--- src/rtl/uart_burst_bridge_master_if.sv ---
// Handshake bundle between the UART burst bridge and its surroundings: UART RX command side,
// serial-bus master side and UART TX response side.
interface uart_burst_bridge_master_if #(
  parameter int ADDR_WIDTH    = 16,
  parameter int DATA_WIDTH    = 8,
  parameter int BB_ADDR_WIDTH = 14,
  parameter int LEN_WIDTH     = 4,
  parameter int CMD_DEPTH     = 8
) ();
  localparam int CMD_W = 1 + LEN_WIDTH + DATA_WIDTH + BB_ADDR_WIDTH;
  localparam int RSP_W = DATA_WIDTH + 8;
  localparam int LVL_W = $clog2(CMD_DEPTH) + 1;

  logic                  cmd_valid;
  logic [CMD_W-1:0]      cmd_data;
  logic                  cmd_ready;
  logic                  m_valid;
  logic                  m_ready;
  logic                  m_mode;
  logic [ADDR_WIDTH-1:0] m_addr;
  logic [DATA_WIDTH-1:0] m_wdata;
  logic [DATA_WIDTH-1:0] m_rdata;
  logic                  rsp_valid;
  logic [RSP_W-1:0]      rsp_data;
  logic                  rsp_ready;
  logic [LVL_W-1:0]      cmd_level;
  logic                  ovf_err;

  modport master (
    input  cmd_valid, cmd_data, m_ready, m_rdata, rsp_ready,
    output cmd_ready, m_valid, m_mode, m_addr, m_wdata, rsp_valid, rsp_data, cmd_level, ovf_err
  );

  modport slave (
    output cmd_valid, cmd_data, m_ready, m_rdata, rsp_ready,
    input  cmd_ready, m_valid, m_mode, m_addr, m_wdata, rsp_valid, rsp_data, cmd_level, ovf_err
  );
endinterface

--- src/rtl/uart_burst_bridge_master.sv ---
// UART command engine: queues burst commands, expands them into single-beat bus transactions and
// returns read data through a response FIFO. Define BRIDGE_WR_ACK_EN to also acknowledge each write beat.
module uart_burst_bridge_master #(
  parameter int ADDR_WIDTH    = 16,
  parameter int DATA_WIDTH    = 8,
  parameter int BB_ADDR_WIDTH = 14,
  parameter int LEN_WIDTH     = 4,
  parameter int CMD_DEPTH     = 8,
  parameter int RSP_DEPTH     = 4
) (
  input  logic clk,
  input  logic rstn,
  uart_burst_bridge_master_if.master bus
);
  localparam int CMD_W  = 1 + LEN_WIDTH + DATA_WIDTH + BB_ADDR_WIDTH;
  localparam int RSP_W  = DATA_WIDTH + 8;
  localparam int CMD_AW = $clog2(CMD_DEPTH);
  localparam int CMD_LW = CMD_AW + 1;
  localparam int RSP_AW = $clog2(RSP_DEPTH);
  localparam int RSP_LW = RSP_AW + 1;
`ifdef BRIDGE_WR_ACK_EN
  localparam logic WR_ACK_EN = 1'b1;
`else
  localparam logic WR_ACK_EN = 1'b0;
`endif

  typedef enum logic [1:0] {ST_IDLE, ST_ISSUE, ST_WAIT_BUSY, ST_WAIT_DONE} state_t;

  function automatic logic [6:0] idx7(input logic [LEN_WIDTH-1:0] idx);
    return 7'(idx);
  endfunction

  logic [CMD_W-1:0]         cmd_mem_r [CMD_DEPTH];
  logic [CMD_AW-1:0]        cmd_wr_ptr_r, cmd_rd_ptr_r;
  logic [CMD_LW-1:0]        cmd_level_r;
  logic                     ovf_r;
  logic [RSP_W-1:0]         rsp_mem_r [RSP_DEPTH];
  logic [RSP_AW-1:0]        rsp_wr_ptr_r, rsp_rd_ptr_r;
  logic [RSP_LW-1:0]        rsp_level_r;

  state_t                   state_r;
  logic                     mode_r;
  logic [LEN_WIDTH-1:0]     beat_cnt_r, beat_idx_r;
  logic [BB_ADDR_WIDTH-1:0] cur_addr_r;
  logic [DATA_WIDTH-1:0]    wdata_r;
  logic                     m_valid_r, m_mode_r;
  logic [ADDR_WIDTH-1:0]    m_addr_r;
  logic [DATA_WIDTH-1:0]    m_wdata_r;

  logic                     cmd_full_s, cmd_empty_s, cmd_push_s, cmd_pop_s;
  logic [CMD_W-1:0]         cmd_head_s;
  logic                     rsp_full_s, rsp_empty_s, rsp_push_s, rsp_pop_s;
  logic [RSP_W-1:0]         rsp_wdata_s;
  logic                     done_s, issue_ok_s;

  assign cmd_full_s  = (cmd_level_r == CMD_LW'(CMD_DEPTH));
  assign cmd_empty_s = (cmd_level_r == {CMD_LW{1'b0}});
  assign cmd_push_s  = bus.cmd_valid && !cmd_full_s;
  assign cmd_pop_s   = (state_r == ST_IDLE) && !cmd_empty_s;
  assign cmd_head_s  = cmd_mem_r[cmd_rd_ptr_r];

  // A beat completes on the first m_ready high seen after the bus went busy.
  assign done_s      = (state_r == ST_WAIT_DONE) && bus.m_ready;
  assign rsp_full_s  = (rsp_level_r == RSP_LW'(RSP_DEPTH));
  assign rsp_empty_s = (rsp_level_r == {RSP_LW{1'b0}});
  assign rsp_push_s  = done_s && (!mode_r || WR_ACK_EN);
  assign rsp_pop_s   = !rsp_empty_s && bus.rsp_ready;
  assign rsp_wdata_s = {mode_r, idx7(beat_idx_r), (mode_r ? wdata_r : bus.m_rdata)};
  // Reserving response space before issuing is what makes rsp FIFO overflow impossible.
  assign issue_ok_s  = bus.m_ready && (!rsp_full_s || (mode_r && !WR_ACK_EN));

  assign bus.cmd_ready = !cmd_full_s;
  assign bus.cmd_level = cmd_level_r;
  assign bus.ovf_err   = ovf_r;
  assign bus.m_valid   = m_valid_r;
  assign bus.m_mode    = m_mode_r;
  assign bus.m_addr    = m_addr_r;
  assign bus.m_wdata   = m_wdata_r;
  assign bus.rsp_valid = !rsp_empty_s;
  assign bus.rsp_data  = rsp_empty_s ? {RSP_W{1'b0}} : rsp_mem_r[rsp_rd_ptr_r];

  // Command FIFO storage.
  always_ff @(posedge clk) begin
    if (cmd_push_s) cmd_mem_r[cmd_wr_ptr_r] <= bus.cmd_data;
  end

  // Command FIFO pointers, occupancy and sticky overflow flag.
  always_ff @(posedge clk) begin
    if (!rstn) begin
      cmd_wr_ptr_r <= {CMD_AW{1'b0}};
      cmd_rd_ptr_r <= {CMD_AW{1'b0}};
      cmd_level_r  <= {CMD_LW{1'b0}};
      ovf_r        <= 1'b0;
    end else begin
      if (cmd_push_s) cmd_wr_ptr_r <= cmd_wr_ptr_r + CMD_AW'(1'b1);
      if (cmd_pop_s)  cmd_rd_ptr_r <= cmd_rd_ptr_r + CMD_AW'(1'b1);
      case ({cmd_push_s, cmd_pop_s})
        2'b10:   cmd_level_r <= cmd_level_r + CMD_LW'(1'b1);
        2'b01:   cmd_level_r <= cmd_level_r - CMD_LW'(1'b1);
        default: cmd_level_r <= cmd_level_r;
      endcase
      if (bus.cmd_valid && cmd_full_s) ovf_r <= 1'b1;
    end
  end

  // Response FIFO storage.
  always_ff @(posedge clk) begin
    if (rsp_push_s) rsp_mem_r[rsp_wr_ptr_r] <= rsp_wdata_s;
  end

  // Response FIFO pointers and occupancy.
  always_ff @(posedge clk) begin
    if (!rstn) begin
      rsp_wr_ptr_r <= {RSP_AW{1'b0}};
      rsp_rd_ptr_r <= {RSP_AW{1'b0}};
      rsp_level_r  <= {RSP_LW{1'b0}};
    end else begin
      if (rsp_push_s) rsp_wr_ptr_r <= rsp_wr_ptr_r + RSP_AW'(1'b1);
      if (rsp_pop_s)  rsp_rd_ptr_r <= rsp_rd_ptr_r + RSP_AW'(1'b1);
      case ({rsp_push_s, rsp_pop_s})
        2'b10:   rsp_level_r <= rsp_level_r + RSP_LW'(1'b1);
        2'b01:   rsp_level_r <= rsp_level_r - RSP_LW'(1'b1);
        default: rsp_level_r <= rsp_level_r;
      endcase
    end
  end

  // Burst sequencer with registered bus request outputs.
  always_ff @(posedge clk) begin
    if (!rstn) begin
      state_r    <= ST_IDLE;
      mode_r     <= 1'b0;
      beat_cnt_r <= {LEN_WIDTH{1'b0}};
      beat_idx_r <= {LEN_WIDTH{1'b0}};
      cur_addr_r <= {BB_ADDR_WIDTH{1'b0}};
      wdata_r    <= {DATA_WIDTH{1'b0}};
      m_valid_r  <= 1'b0;
      m_mode_r   <= 1'b0;
      m_addr_r   <= {ADDR_WIDTH{1'b0}};
      m_wdata_r  <= {DATA_WIDTH{1'b0}};
    end else begin
      m_valid_r <= 1'b0;
      case (state_r)
        ST_IDLE: begin
          if (!cmd_empty_s) begin
            mode_r     <= cmd_head_s[CMD_W-1];
            beat_cnt_r <= cmd_head_s[BB_ADDR_WIDTH+DATA_WIDTH +: LEN_WIDTH];
            beat_idx_r <= {LEN_WIDTH{1'b0}};
            wdata_r    <= cmd_head_s[BB_ADDR_WIDTH +: DATA_WIDTH];
            cur_addr_r <= cmd_head_s[BB_ADDR_WIDTH-1:0];
            state_r    <= ST_ISSUE;
          end
        end
        ST_ISSUE: begin
          if (issue_ok_s) begin
            m_valid_r <= 1'b1;
            m_mode_r  <= mode_r;
            m_addr_r  <= ADDR_WIDTH'(cur_addr_r);
            m_wdata_r <= wdata_r;
            state_r   <= ST_WAIT_BUSY;
          end
        end
        ST_WAIT_BUSY: begin
          if (!bus.m_ready) state_r <= ST_WAIT_DONE;
        end
        ST_WAIT_DONE: begin
          if (bus.m_ready) begin
            if (beat_cnt_r == {LEN_WIDTH{1'b0}}) begin
              state_r <= ST_IDLE;
            end else begin
              beat_cnt_r <= beat_cnt_r - LEN_WIDTH'(1'b1);
              beat_idx_r <= beat_idx_r + LEN_WIDTH'(1'b1);
              cur_addr_r <= cur_addr_r + BB_ADDR_WIDTH'(1'b1);
              state_r    <= ST_ISSUE;
            end
          end
        end
        default: state_r <= ST_IDLE;
      endcase
    end
  end
endmodule

--- src/flat_wrapper.sv ---
// flat-port wrapper written by rule: the top's interface ports become plain ports
module uart_burst_bridge_master_flat 
#(
  parameter int ADDR_WIDTH    = 16,
  parameter int DATA_WIDTH    = 8,
  parameter int BB_ADDR_WIDTH = 14,
  parameter int LEN_WIDTH     = 4,
  parameter int CMD_DEPTH     = 8,
  parameter int RSP_DEPTH     = 4
)
  (clk, rstn, bus_cmd_valid, bus_cmd_data, bus_m_ready, bus_m_rdata, bus_rsp_ready, bus_cmd_ready, bus_m_valid, bus_m_mode, bus_m_addr, bus_m_wdata, bus_rsp_valid, bus_rsp_data, bus_cmd_level, bus_ovf_err);
  uart_burst_bridge_master_if #(.ADDR_WIDTH(ADDR_WIDTH), .DATA_WIDTH(DATA_WIDTH), .BB_ADDR_WIDTH(BB_ADDR_WIDTH), .LEN_WIDTH(LEN_WIDTH), .CMD_DEPTH(CMD_DEPTH)) bus_i ();
  input  logic clk;
  input  logic rstn;
  input wire logic [$bits(bus_i.cmd_valid)-1:0] bus_cmd_valid;
  input wire logic [$bits(bus_i.cmd_data)-1:0] bus_cmd_data;
  input wire logic [$bits(bus_i.m_ready)-1:0] bus_m_ready;
  input wire logic [$bits(bus_i.m_rdata)-1:0] bus_m_rdata;
  input wire logic [$bits(bus_i.rsp_ready)-1:0] bus_rsp_ready;
  output wire logic [$bits(bus_i.cmd_ready)-1:0] bus_cmd_ready;
  output wire logic [$bits(bus_i.m_valid)-1:0] bus_m_valid;
  output wire logic [$bits(bus_i.m_mode)-1:0] bus_m_mode;
  output wire logic [$bits(bus_i.m_addr)-1:0] bus_m_addr;
  output wire logic [$bits(bus_i.m_wdata)-1:0] bus_m_wdata;
  output wire logic [$bits(bus_i.rsp_valid)-1:0] bus_rsp_valid;
  output wire logic [$bits(bus_i.rsp_data)-1:0] bus_rsp_data;
  output wire logic [$bits(bus_i.cmd_level)-1:0] bus_cmd_level;
  output wire logic [$bits(bus_i.ovf_err)-1:0] bus_ovf_err;
  assign bus_i.cmd_valid = bus_cmd_valid;
  assign bus_i.cmd_data = bus_cmd_data;
  assign bus_i.m_ready = bus_m_ready;
  assign bus_i.m_rdata = bus_m_rdata;
  assign bus_i.rsp_ready = bus_rsp_ready;
  assign bus_cmd_ready = bus_i.cmd_ready;
  assign bus_m_valid = bus_i.m_valid;
  assign bus_m_mode = bus_i.m_mode;
  assign bus_m_addr = bus_i.m_addr;
  assign bus_m_wdata = bus_i.m_wdata;
  assign bus_rsp_valid = bus_i.rsp_valid;
  assign bus_rsp_data = bus_i.rsp_data;
  assign bus_cmd_level = bus_i.cmd_level;
  assign bus_ovf_err = bus_i.ovf_err;
  uart_burst_bridge_master #(.ADDR_WIDTH(ADDR_WIDTH), .DATA_WIDTH(DATA_WIDTH), .BB_ADDR_WIDTH(BB_ADDR_WIDTH), .LEN_WIDTH(LEN_WIDTH), .CMD_DEPTH(CMD_DEPTH), .RSP_DEPTH(RSP_DEPTH)) u_core (.clk(clk), .rstn(rstn), .bus(bus_i));
endmodule
--- config.mk ---
export PLATFORM = sky130hd
export DESIGN_NAME = uart_burst_bridge_master_flat
export DESIGN_NICKNAME = d
export VERILOG_FILES = /design/src/rtl/uart_burst_bridge_master_if.sv /design/src/rtl/uart_burst_bridge_master.sv /design/src/flat_wrapper.sv
export SDC_FILE = /design/constraint.sdc
export NUM_CORES = 1
export LEC_CHECK = 0
export BUFFER_PORTS_ARGS = -buffer_cell sky130_fd_sc_hd__buf_2
export CAP_MARGIN = 5
export CORE_MARGIN = 4
export CORE_UTILIZATION = 45
export CTS_BUF_LIST = sky130_fd_sc_hd__clkbuf_4 sky130_fd_sc_hd__clkbuf_8
export DETAILED_ROUTE_END_ITERATION = 10
export HOLD_SLACK_MARGIN = 0.12
export PLACE_DENSITY = 0.68
export SLEW_MARGIN = 10
export SYNTH_ARGS = -nofsm -noshare
export SYNTH_HDL_FRONTEND = slang
export SYNTH_SLANG_ARGS = --single-unit
export TNS_END_PERCENT = 30
--- constraint.sdc ---
create_clock -name clk -period 4.6 [get_ports clk]
set_input_delay 0.69 -clock clk [delete_from_list [all_inputs] [get_ports clk]]
set_output_delay 0.69 -clock clk [all_outputs]
set_load 0.005 [all_outputs]
==> results of run 1 <==
==> cells in the final DEF, fill, tap and decap left out, types with 6 or more instances in the layout <==
| cell type | synthesis | final |
|---|---|---|
| edfxtp_1 | 268 | 268 |
| buf_2 | 16 | 83 |
| dfxtp_1 | 80 | 77 |
| nand2_1 | 76 | 76 |
| mux4_2 | 59 | 59 |
| a21oi_1 | 58 | 58 |
| clkbuf_8 | 0 | 58 |
| nor2_1 | 33 | 32 |
| mux2i_1 | 28 | 28 |
| o21ai_0 | 24 | 24 |
| and2_1 | 19 | 19 |
| inv_1 | 18 | 18 |
| ha_1 | 18 | 18 |
| clkinv_1 | 0 | 17 |
| clkbuf_4 | 0 | 17 |
| mux2_2 | 16 | 16 |
| buf_4 | 9 | 13 |
| nand3_1 | 12 | 12 |
| xor2_1 | 10 | 10 |
| nor3_1 | 11 | 8 |
| nand2b_1 | 6 | 6 |
| o22ai_1 | 6 | 6 |
| clkinv_2 | 0 | 6 |
==> per-layer routing <==
metal | routed length [µm] | up-vias
met3 | 1693 | 45
li1 | - | 3597
met2 | 13250 | 210
met1 | 12740 | 3826
met4 | 415 | 6
met5 | 34 | -
==> final cells by class <==
type	count	area, µm²
fill	2514	14750
sequential	348	9653
multi-input combinational	464	3975
clock buffer	75	925.9
timing repair buffer	96	513.0
tap	396	495.5
clock inverter	26	126.4
inverter	19	71.32
antenna	1	2.502
==> cell usage after synthesis (all sizes together), types with 10 or more instances <==
master	instances	area (µm²)
edfxtp	268	8048
nand2	76	285.3
clkbuf	20	75.07
and2	19	118.9
mux2i	28	280.3
a21oi	58	290.3
mux4	59	1329
xor2	10	87.58
ha	18	225.2
o21ai	25	125.1
inv	19	71.31
buf	30	181.4
dfxtp	80	1602
nor2	33	123.9
nand3	12	60.06
nor3	11	55.05
mux2	16	180.2
==> power groups by stage <==
stage	Clock, mW	Combinational [mW]	Sequential (mW)
floorplan	0	1.30	3.82
global placement	0	1.56	4.00
detailed placement	0	1.59	4.01
CTS	2.53	1.59	3.95
global route	2.68	1.75	3.98
finish	2.47	1.58	3.94
==> sequential cells by signal (all words and copies together), names as in the netlist, 4 cells and up, named ones only <==
| register | cells |
|---|---|
| u_core.bus.m_wdata | 8 |
| u_core.bus.cmd_level | 4 |
| u_core.rsp_mem_r | 52 |
| u_core.cmd_mem_r | 216 |
| u_core.beat_idx_r | 4 |
| u_core.bus.m_addr | 14 |
| u_core.beat_cnt_r | 4 |
| u_core.cur_addr_r | 14 |
| u_core.wdata_r | 8 |
==> per-stage QoR <==
stage	total power [mW]	setup slack, ps	cell area [µm²]
global route	8.419	1288	15760
global placement	5.561	1824	14710
detailed placement	5.599	1747	14710
CTS	8.073	1380	15760
floorplan	5.123	41.09	13910
finish	7.989	1511	15760
==> worst max path at each step <==
stage / endpoint / slack [ps] / cells past startpoint
final: bus_rsp_data[11] / 1510 / 3
after global routing: bus_rsp_data[11] / 1290 / 3
after CTS: bus_rsp_data[11] / 1380 / 3
after detailed placement: u_core.rsp_level_r[2]$_SDFFE_PN0P_ / 1750 / 10
after global placement: u_core.rsp_level_r[2]$_SDFFE_PN0P_ / 1820 / 10
after floorplan: u_core.cmd_mem_r[4][0]$_DFFE_PP_ / 40 / 3
==> kinds of logic after synthesis <==
| family | count (synthesis) |
|---|---|
| flip-flops | 348 |
| AND/OR/NAND/NOR | 193 |
| AO/OA/AOI/OAI | 131 |
| multiplexers | 103 |
| buffers and inverters | 69 |
| adder cells (fa/ha/maj) | 19 |
| XOR/XNOR | 13 |
| other | 1 |
==> worst max-delay path, cell delays in order, from the launching register on <==
cell and delay [ps]:
dfxtp_1 900, mux4_2 620, and2_1 170, buf_2 120
==> impl_metrics.toml, run 1 <==
[outcome]
outcome = "completed"

[yosys]
synth-xor-area-share_pct = 0.8193
yosys.area_share.simple_pct = 6.807
yosysWarningCount = 0
synth_ff_type = "edfxtp_1"
synth_top_family_by_area = "multiplexers"
synth_cells = 877
ys_async_sr_fraction_pct = 0
yosysSeqAreaShare_pct = 69.43
yosysUniqueCellTypes = 64
synthAdderAreaFrac_pct = 1.765
synth_edf_count = 268
synth-compound-area-share_pct = 5.915
synth_area_per_cell_um2 = 15.85
yosys-mux-area-fraction_pct = 12.87
syn_area_um2 = 13900
synth-seq-cells = 348

[worst_setup_path]
r2r_cells = 10
crit_required_ps = 3910
rr_startpoint = "u_core.state_r[1]$_SDFFE_PN0P_"
crit-reg2reg-capture = "u_core.rsp_level_r[2]$_SDFFE_PN0P_"
reg2reg_slack_ps = 1740
end_kind = "primary output"
critPathMaxFanout = 13
arrival_ps = 2400
critPathKind = "reg -> out"
startpoint_type = "register"

[grt]
grt_overflow = 0
met2_usage_pct = 26.58
grt_usage_pct = 16.54
grt_max_degree = 63
antenna_found_initial = 4
grt_first_pass_wirelength_um = 43920
met3_usage_pct = 3.621
grt_util_met1_pct = 23.40
top_usage_layer = "met2"
grt_pass1_vias = 7672

[sta]
max-slew-margin-rel_pct = 25.99
rsz0062_at_grt = "false"
hold_slack_ps = 349.5
period_minus_slack_ps = 3089
setup_tns_ps = 0
tightest_slew_ps = 1109
fin_skew_ps = 25.13
period_share_pct = 67.15
fmax_ghz = 0.3237
slew_violations = 0
finalHoldViolCount = 0
finalSetupViolCount = 0

[clock_network]
cts_setup_buffers = 0
cts_tree = "built"
cts_root_buf = "clkbuf_8"
cts-resized-gates = 0
postCtsHoldBufs = 0
cts.path.max_buffers = 3
cts_sinks = 348
clkLatencyLatePin_ps = 580
htreeDepth = 2
cts_buffers = 54
clk_pin_slew_ps = 60

[cells_and_area]
nets = 1042
syn_to_final_growth_pct = 13.42
drive_above_1_share_pct = 26.75
fin_cells = 1425
final_util_pct = 51.67

[routing]
wirelength_um = 28140
drc = 0
viasPerCell = 5.392
wl_per_cell_um = 19.74
num_vias = 7684
detail-route-antenna-nets = 0
first_iter_violations = 481
drtPass1Iterations = 5

[floorplan]
rows = 64
fp.dieH_um = 183.7
die_area_um2 = 33760
io_pins = 89
core_area_um2 = 30510
dieWidth_um = 183.7
start_util_pct = 45.55

[worst_hold_path]
hp-class = "in -> reg"
min_from = "bus_cmd_valid"
hold_depth = 3
min_to = "u_core.bus.ovf_err$_SDFFE_PN0P_"

[place]
portBuffers = 83
place_inst = 1323
gp_congestion = 0.7991
dpl.hpwl_um = 17190

[pwr]
p_switching_mw = 2.325
peakVddDrop_mv = 0.3109
power_frac_comb_pct = 19.8
p_clk_share_pct = 30.9
swShare_pct = 29.10
seq_power_share_pct = 49.4
p_leak_nw = 5.281
powerDensity_nw_per_um2 = 506.8
p_int_mw = 5.664

[run]
cap_violations = 0
(Power assumes the default switching activity.)
==> run 2, diff against run 1 <==
--- a/config.mk
+++ b/config.mk
@@ -5,6 +5,7 @@
 export SDC_FILE = /design/constraint.sdc
 export NUM_CORES = 1
 export LEC_CHECK = 0
+export ABC_AREA = 1
 export BUFFER_PORTS_ARGS = -buffer_cell sky130_fd_sc_hd__buf_2
 export CAP_MARGIN = 5
 export CORE_MARGIN = 4
==> constraint.sdc (replaced) <==
create_clock -name clk -period 2.5 [get_ports clk]
set_input_delay 0.375 -clock clk [delete_from_list [all_inputs] [get_ports clk]]
set_output_delay 0.375 -clock clk [all_outputs]
set_load 0.005 [all_outputs]
==> run 2 against run 1 <==
- die area is 3.8% higher
- worst setup slack worse by 1400 ps
- cell area grew 6.7%
- worst hold slack worse by 180 ps
- synthesized cell count grew 60%
- clock skew grew 9.6 ps
- core utilization rose by 1.5 points
- sequential power grew 82%
==> impl_metrics.toml, run 2 <==
[routing]
drc = 0
detail-route-antenna-nets = 0
drtPass1Iterations = 5
wl_per_cell_um = 16.32
viasPerCell = 5.095
first_iter_violations = 676
num_vias = 10140
wirelength_um = 32480

[worst_hold_path]
min_from = "bus_m_rdata[1]"
hp-class = "in -> reg"
hold_depth = 3
min_to = "u_core.rsp_mem_r[1][1]$_DFFE_PP_"

[clock_network]
cts_root_buf = "clkbuf_8"
cts_sinks = 348
cts.path.max_buffers = 3
cts_tree = "built"
cts_buffers = 56
clk_pin_slew_ps = 60
htreeDepth = 2
clkLatencyLatePin_ps = 600

[yosys]
synth_cells = 1401
synth-xor-area-share_pct = 0.2425
synthAdderAreaFrac_pct = 1.697
yosysSeqAreaShare_pct = 66.78
yosysMostFrequentCell = "nor2_1"
synth_area_per_cell_um2 = 10.31
yosys-mux-area-fraction_pct = 0
yosysUniqueCellTypes = 34
synth-seq-cells = 348
synth-compound-area-share_pct = 8.478
post-synth-top-area-cell = "edfxtp_1"
ys_async_sr_fraction_pct = 0
synth_ff_type = "edfxtp_1"
yosys.area_share.simple_pct = 17.71
synth_edf_count = 268
yosysWarningCount = 0
synthTopCellsByArea = "edfxtp_1, dfxtp_1, nor2_1, nand2_1, o21ai_0"
synth_commonest_cells = "nor2_1, edfxtp_1, nand2_1"
synth_top_cell_area_share_pct = 55.70
syn_area_um2 = 14450
synth_top_family_by_area = "simple AND/OR/NAND/NOR gates"

[sta]
setup_tns_ps = 0
fmax_ghz = 0.4261
tightest_slew_ps = 1112
period_minus_slack_ps = 2347
hold_slack_ps = 165.4
fin_ws_ps = 153.0
finalSetupViolCount = 0
max-slew-margin-rel_pct = 25.82
rsz0062_at_grt = "false"
finalHoldViolCount = 0
slew_violations = 0
period_share_pct = 93.88
fin_skew_ps = 34.78

[pwr]
peakVddDrop_mv = 0.6131
powerDensity_nw_per_um2 = 1012
p_leak_nw = 6.489

[grt]
grt_first_pass_wirelength_um = 51630
grt_pass1_vias = 9899
grt_overflow = 0
grt_usage_pct = 18.08
antenna_found_initial = 3
grt_max_degree = 87

[cells_and_area]
syn_to_final_growth_pct = 16.38
final_util_pct = 53.15
nets = 1603
mostFrequentLayoutCell = "nor2_1"
top_register = "u_core.cmd_mem_r"
top_regs = "u_core.cmd_mem_r x216, u_core.rsp_mem_r x52"
layout_common_cells = "nor2_1, edfxtp_1, nand2_1, o21ai_0, nand3_1"
largest_reg_flops = 216
drive_above_1_share_pct = 14.82
fin_cells = 1990

[floorplan]
rows = 65
fp.dieH_um = 187.2
core_area_um2 = 31640
dieWidth_um = 187.2
die_area_um2 = 35040
io_pins = 89
start_util_pct = 45.67

[worst_setup_path]
arrival_ps = 1970
reg2reg_slack_ps = 380
critPathMaxFanout = 11
critPathSlowestCell = "dfxtp_1"
end_kind = "primary output"
crit_required_ps = 2120
slowest_delay_ps = 560
r2r_cells = 11
cp_common_cell = "nor2_1"
crit-reg2reg-capture = "u_core.bus.cmd_level[2]$_SDFFE_PN0P_"
rr_startpoint = "u_core.state_r[0]$_SDFFE_PN0P_"
critPathKind = "reg -> out"
crit_chain = "buf_4, nor2_1, nor2_1, o21ai_0, a21oi_1, buf_2"
startpoint_type = "register"

[place]
place_inst = 1853
dpl.hpwl_um = 19390
gp_congestion = 0.8353
portBuffers = 83
dpl_worst_slack_ps = 419.6

[outcome]
outcome = "completed"

[run]
cap_violations = 0
## run 2: cell types whose count changed in the layout (fill, tap and decap cells not counted), moves of 28 or more
| cell | previous run | this run |
|---|---|---|
| a21oi_1 | 58 | 91 |
| dlygate4sd3_1 | 0 | 35 |
| inv_1 | 18 | 81 |
| mux2i_1 | 28 | 0 |
| mux4_2 | 59 | 0 |
| nand2_1 | 76 | 206 |
| nand3_1 | 12 | 123 |
| nor2_1 | 32 | 273 |
| o21ai_0 | 24 | 138 |
## run 2: metal layers
layer | vias to the layer above | GRT usage [%] | share of wire (%)
met2 | 294 | 29.90 | 47
met4 | 2 | 5.205 | 2.1
met3 | 57 | 3.527 | 6.4
met5 | - | 0 | 0.040
met1 | 4735 | 24.51 | 44
li1 | 5051 | - | -
## run 2: cells by family after synthesis
logic type | Yosys count
and+or+nand+nor | 625
DFF | 348
xor gates and xnor gates | 4
buffers and inverters | 161
other | 1
adders and majority gates | 19
AOI/OAI and AO/OA | 243
## run 2: how the worst max path moves through the flow
stage,from,to,slack [ps]
after global placement,u_core.state_r[0]$_SDFFE_PN0P_,u_core.bus.cmd_level[2]$_SDFFE_PN0P_,480
after global routing,register,bus_rsp_data[2],2
after CTS,register,bus_rsp_data[3],110
after floorplan,u_core.bus.cmd_level[1]$_SDFFE_PN0P_,u_core.cmd_mem_r[0][0]$_DFFE_PP_,-20
final,register,bus_rsp_data[3],150
after detailed placement,u_core.state_r[0]$_SDFFE_PN0P_,u_core.bus.cmd_level[2]$_SDFFE_PN0P_,420
## run 2: through the flow
| step | power [mW] | area, µm² |
|---|---|---|
| floorplan | 10.81 | 14460 |
| global placement | 12.18 | 15340 |
| detailed placement | 12.31 | 15340 |
| CTS | 17.17 | 16810 |
| global route | 18.12 | 16820 |
| finish | 17.01 | 16820 |
## run 2: power breakdown
group          switching, mW  internal (mW)  total [mW]
Clock                   2.11           2.67        4.77
Sequential             0.367           6.83        7.19
Combinational           3.39           1.65        5.04
## run 2: final cells by class
cell class,count,area [µm²]
inverter,88,330.3
tap,402,503.0
clock buffer,87,1054
multi-input combinational,896,4103
antenna,2,5.005
fill,2698,14820
clock inverter,13,68.82
timing repair buffer,154,1099
sequential,348,9654
## run 2: critical path: cells and delay by family, from the launching register on
family,cells,cell delay (ps)
compound gates,2,290
buf+inv,2,400
flops,1,560
simple gates,2,130
## run 2: repair_timing
action                                 CTS  global route
hold buffers                            35             0
endpoints found under the hold margin  245             0
buffers inserted                         0             0
resized for setup                        0             0
